===== src/rtl/pc_gen.sv =====
// Fetch program-counter generator: sequential advance, decode redirects, CP0
// exception/ERET redirects, and a one-entry buffer for redirects seen during a stall.
module pc_gen #(
    parameter logic [31:0] RESET_PC   = 32'h00003000,
    parameter logic [31:0] EXC_VECTOR = 32'h00004180
) (
    input  logic        clk,
    input  logic        reset,
    input  logic        stall,
    input  logic        redirect,
    input  logic [31:0] redirect_target,
    input  logic        exc_req,
    input  logic        eret,
    input  logic [31:0] epc,
    output logic [31:0] pc32,
    output logic [31:0] pc4,
    output logic        redirect_pending
);

    logic [31:0] pc_r;
    logic        pend_valid_r;
    logic [31:0] pend_target_r;

    logic [31:0] pc_next_s;
    logic        pend_valid_next_s;
    logic [31:0] pend_target_next_s;

    // Next-state selection; exceptions and ERET override stall, live redirect beats buffered one
    always_comb begin
        pc_next_s          = pc_r;
        pend_valid_next_s  = pend_valid_r;
        pend_target_next_s = pend_target_r;
        if (exc_req) begin
            pc_next_s         = EXC_VECTOR;
            pend_valid_next_s = 1'b0;
        end else if (eret) begin
            pc_next_s         = epc;
            pend_valid_next_s = 1'b0;
        end else if (stall) begin
            if (redirect) begin
                pend_target_next_s = redirect_target;
                pend_valid_next_s  = 1'b1;
            end else begin
                pend_target_next_s = pend_target_r;
                pend_valid_next_s  = pend_valid_r;
            end
        end else begin
            pend_valid_next_s = 1'b0;
            if (redirect) begin
                pc_next_s = redirect_target;
            end else if (pend_valid_r) begin
                pc_next_s = pend_target_r;
            end else begin
                pc_next_s = pc_r + 32'd4;
            end
        end
    end

    // State registers with synchronous reset; reset also discards any buffered target
    always_ff @(posedge clk) begin
        if (reset) begin
            pc_r          <= RESET_PC;
            pend_valid_r  <= 1'b0;
            pend_target_r <= 32'h00000000;
        end else begin
            pc_r          <= pc_next_s;
            pend_valid_r  <= pend_valid_next_s;
            pend_target_r <= pend_target_next_s;
        end
    end

    assign pc32             = pc_r;
    assign pc4              = pc_r + 32'd4;
    assign redirect_pending = pend_valid_r;

endmodule


===== config.mk =====
export PLATFORM = sky130hd
export DESIGN_NAME = pc_gen
export DESIGN_NICKNAME = d
export VERILOG_FILES = /design/src/rtl/pc_gen.sv
export SDC_FILE = /design/constraint.sdc
export NUM_CORES = 1
export LEC_CHECK = 0
export CORE_ASPECT_RATIO = 0.7
export CORE_UTILIZATION = 34
export DETAILED_ROUTE_END_ITERATION = 6
export PLACE_DENSITY = 0.75
export SYNTH_ARGS = -nofsm -noshare
export SYNTH_HDL_FRONTEND = slang
export SYNTH_SLANG_ARGS = --single-unit
export TNS_END_PERCENT = 10

===== constraint.sdc =====
create_clock -name clk -period 4.2 [get_ports clk]
set_input_delay 0.63 -clock clk [delete_from_list [all_inputs] [get_ports clk]]
set_output_delay 0.63 -clock clk [all_outputs]
set_load 0.005 [all_outputs]

==> qor.csv <==
metric,value,unit
Final Hold Viols,0,
HPWL Detailed,10900,um
status,finished clean,
first drt pass iteration count,5,
"FFs w/ async S/R, synth",0,%
worst vdd ir,0.184,mV
CTS Root Cell,clkbuf_16,
die area,0.0120,mm^2
Post-synth EDFFs,0,
Final Hold Slack,0.454,ns
PortBufs,134,
clock sinks,65,
IO Pins,135,
final setup fails,0,
Final Skew,0.00685,ns
RSZ-0062 raised after global routing,no,
Post-CTS Setup Inserts,0,
endpoint type of the worst setup path,output port,
total CTS buffers,9,
Die Wd,131,um
count of final max-slew check failures,0,
drt wl/cell,18.5,um
DRC,0,
"most common cell after layout, fill and taps aside",clkdlybuf4s50_1,
worst endpoint data arrival time,2.84,ns
Worst Tran Pin Value,0.705,ns
kind of critical path,flop to output port,
crit path cell chain,ha_1 -> nand4_1 -> or3_4 -> or3_4 -> xnor2_2 -> clkdlybuf4s50_1,
vias per inst,5.74,
setup TNS,0,ns
core area,0.0111,mm^2
"Largest stage delay, worst path",0.53,ns
CTS tree,done,
Iter 0 DRT Violations,476,
Layout Nets,704,
vias,4537,
total gr overflow,0,
Finished Core Util,51.0,%
cts hold-fix bufs,0,
Max Fanout on Critical Path,6,
final antenna-violating net count,0,
Rows,32,
WL final,14600,um
synth warn,0,
sequential share of the synthesized area,33.1,%
vias in the first global route,4112,
cell area after synthesis,0.00393,mm^2
area delta synth->final,44.2,%
PwrDens,302,mW/mm^2
GPL Wtd Cong,0.905,
Crit-path slowest cell,clkdlybuf4s50_1,
clock transition at the registers of the reported paths,0.06,ns
Seq cells post-synth,65,
largest net degree at the start of global routing,42,
H-tree depth,3,
GRT Util Overall,24.0,%
cell mode on critical path,or3_4,
first-pass GRT wire length,21900,um
die height,92.0,um
initial antenna violation count,0,
maximum clock frequency,288,MHz
Most used DFF post-synth,dfxtp_1,
clk buf depth,2,
Hold Path Class,flop to flop,
latest clock arrival within the worst-skew pair,0.33,ns
Avg Inst Size Synth,7.59,um^2
Tot Pwr,1.71,mW
Cell variety after synth,60,
CP bufs+invs,1,
WP data required,3.57,ns
crit path time final,3.47,ns
Initial Util,35.3,%
Crit path max-delay family,simple AND/OR/NAND/NOR gates,
most frequent cells in the layout,"clkdlybuf4s50_1, nand2_1, dfxtp_1",
Worst slew margin,52.6,%
"Net Count, Synth",589,
max_cap viols,0,
Mapped Cells,518,
PostCTS Resize Cnt,0,
n_diodes,0,
leakage power figure,1.92,nW
Worst setup SP type,flop,
fin crit share,82.6,%
share of cells above drive strength 1,7.37,%
[sequential cells by signal (all words and copies together) (netlist names), named ones only]
register	count
pend_target_r	32
redirect_pending	1
pc32	30
[final cells by class]
| cell class | instances | area [um^2] |
|---|---|---|
| flip-flops and latches | 65 | 1300 |
| fillers | 1085 | 5460 |
| inverters | 13 | 48.8 |
| well taps | 153 | 191 |
| multi-input cells | 397 | 2410 |
| clock inverters | 6 | 50.0 |
| clock buffers | 10 | 229 |
| repair buffers | 147 | 1440 |
[worst reg2reg max path: stages (launching register included)]
cell and delay, ns:
dfxtp_1 0.46, ha_1 0.27, nand4_1 0.24, nor3_2 0.48, nand3_1 0.25, o32a_1 0.38, o22ai_1 0.16
[kinds of logic (layout without fill, tap and decap cells)]
kind of cell,Yosys count,in the layout,share of synthesized area [%]
buffers and inverters,56,176,5.73
DFF,65,65,33.1
AOI/OAI and AO/OA,172,172,29.1
xor gates and xnor gates,28,28,6.43
and+or+nand+nor,191,191,24.0
muxes,5,5,1.30
adders and majority gates,1,1,0.318
[through the flow]
stage | setup slack (ns) | area [um^2] | std cells
global route | 0.693 | 5670 | 791
global placement | 1.17 | 5390 | 775
detailed placement | 1.13 | 5390 | 775
CTS | 0.770 | 5670 | 791
finish | 0.729 | 5670 | 791
floorplan | 1.85 | 3930 | 518
[cell usage after synthesis (3+ instances only)]
master | count | area share (%)
nand2_1 | 87 | 8.3
dfxtp_1 | 65 | 33
a21oi_1 | 60 | 7.6
clkbuf_1 | 33 | 3.1
nor2_1 | 29 | 2.8
o21ai_0 | 23 | 2.9
xnor2_1 | 18 | 4.0
inv_1 | 13 | 1.2
a221oi_1 | 12 | 2.7
nand3_1 | 12 | 1.5
nor3_1 | 12 | 1.5
a221o_1 | 9 | 2.3
nand2b_1 | 9 | 1.4
xor2_1 | 9 | 2.0
nand4_1 | 8 | 1.3
o211ai_1 | 8 | 1.5
o22ai_1 | 7 | 1.1
a32o_1 | 6 | 1.5
nor2b_1 | 6 | 0.95
o31ai_1 | 6 | 1.1
a211oi_1 | 5 | 0.95
a31oi_1 | 5 | 0.80
and4_1 | 4 | 0.89
buf_1 | 4 | 0.38
mux2i_1 | 4 | 1.0
nor4_1 | 4 | 0.64
o31a_1 | 4 | 0.89
a22oi_1 | 3 | 0.57
a2bb2oi_1 | 3 | 0.67
a31o_2 | 3 | 0.67
and2_1 | 3 | 0.48
buf_2 | 3 | 0.38
buf_4 | 3 | 0.57
nor4_2 | 3 | 0.95
o21a_1 | 3 | 0.57
or2_2 | 3 | 0.48
[power breakdown]
part           switching (mW)  internal, mW  leakage (nW)
registers              0.0359         0.640         0.530
logic                   0.152         0.178          1.26
clock network           0.301         0.407         0.130
total                   0.489          1.22          1.92
[metal layers]
metal	track usage, %	part of all wire, %	wire, um	vias to the layer above
met2	36.3	44	6380	257
met3	6.53	12	1770	26
met1	33.7	43	6280	2135
li1	-	-	-	2119
met4	4.98	1.3	192	0
met5	0	0	0	-
[worst paths after layout]
check | end | from | slack [ns] | depth (start not counted)
worst max-delay path | pc4[26] | pc32[2] | 0.73 | 6
worst min-delay path | pend_target_r[8] | pend_target_r[8] | 0.45 | 2
worst max register to register | pc32[20] | pc32[2] | 1.88 | 6
worst min register to register | pend_target_r[8] | pend_target_r[8] | 0.45 | 2
(Power assumes the default switching activity.)
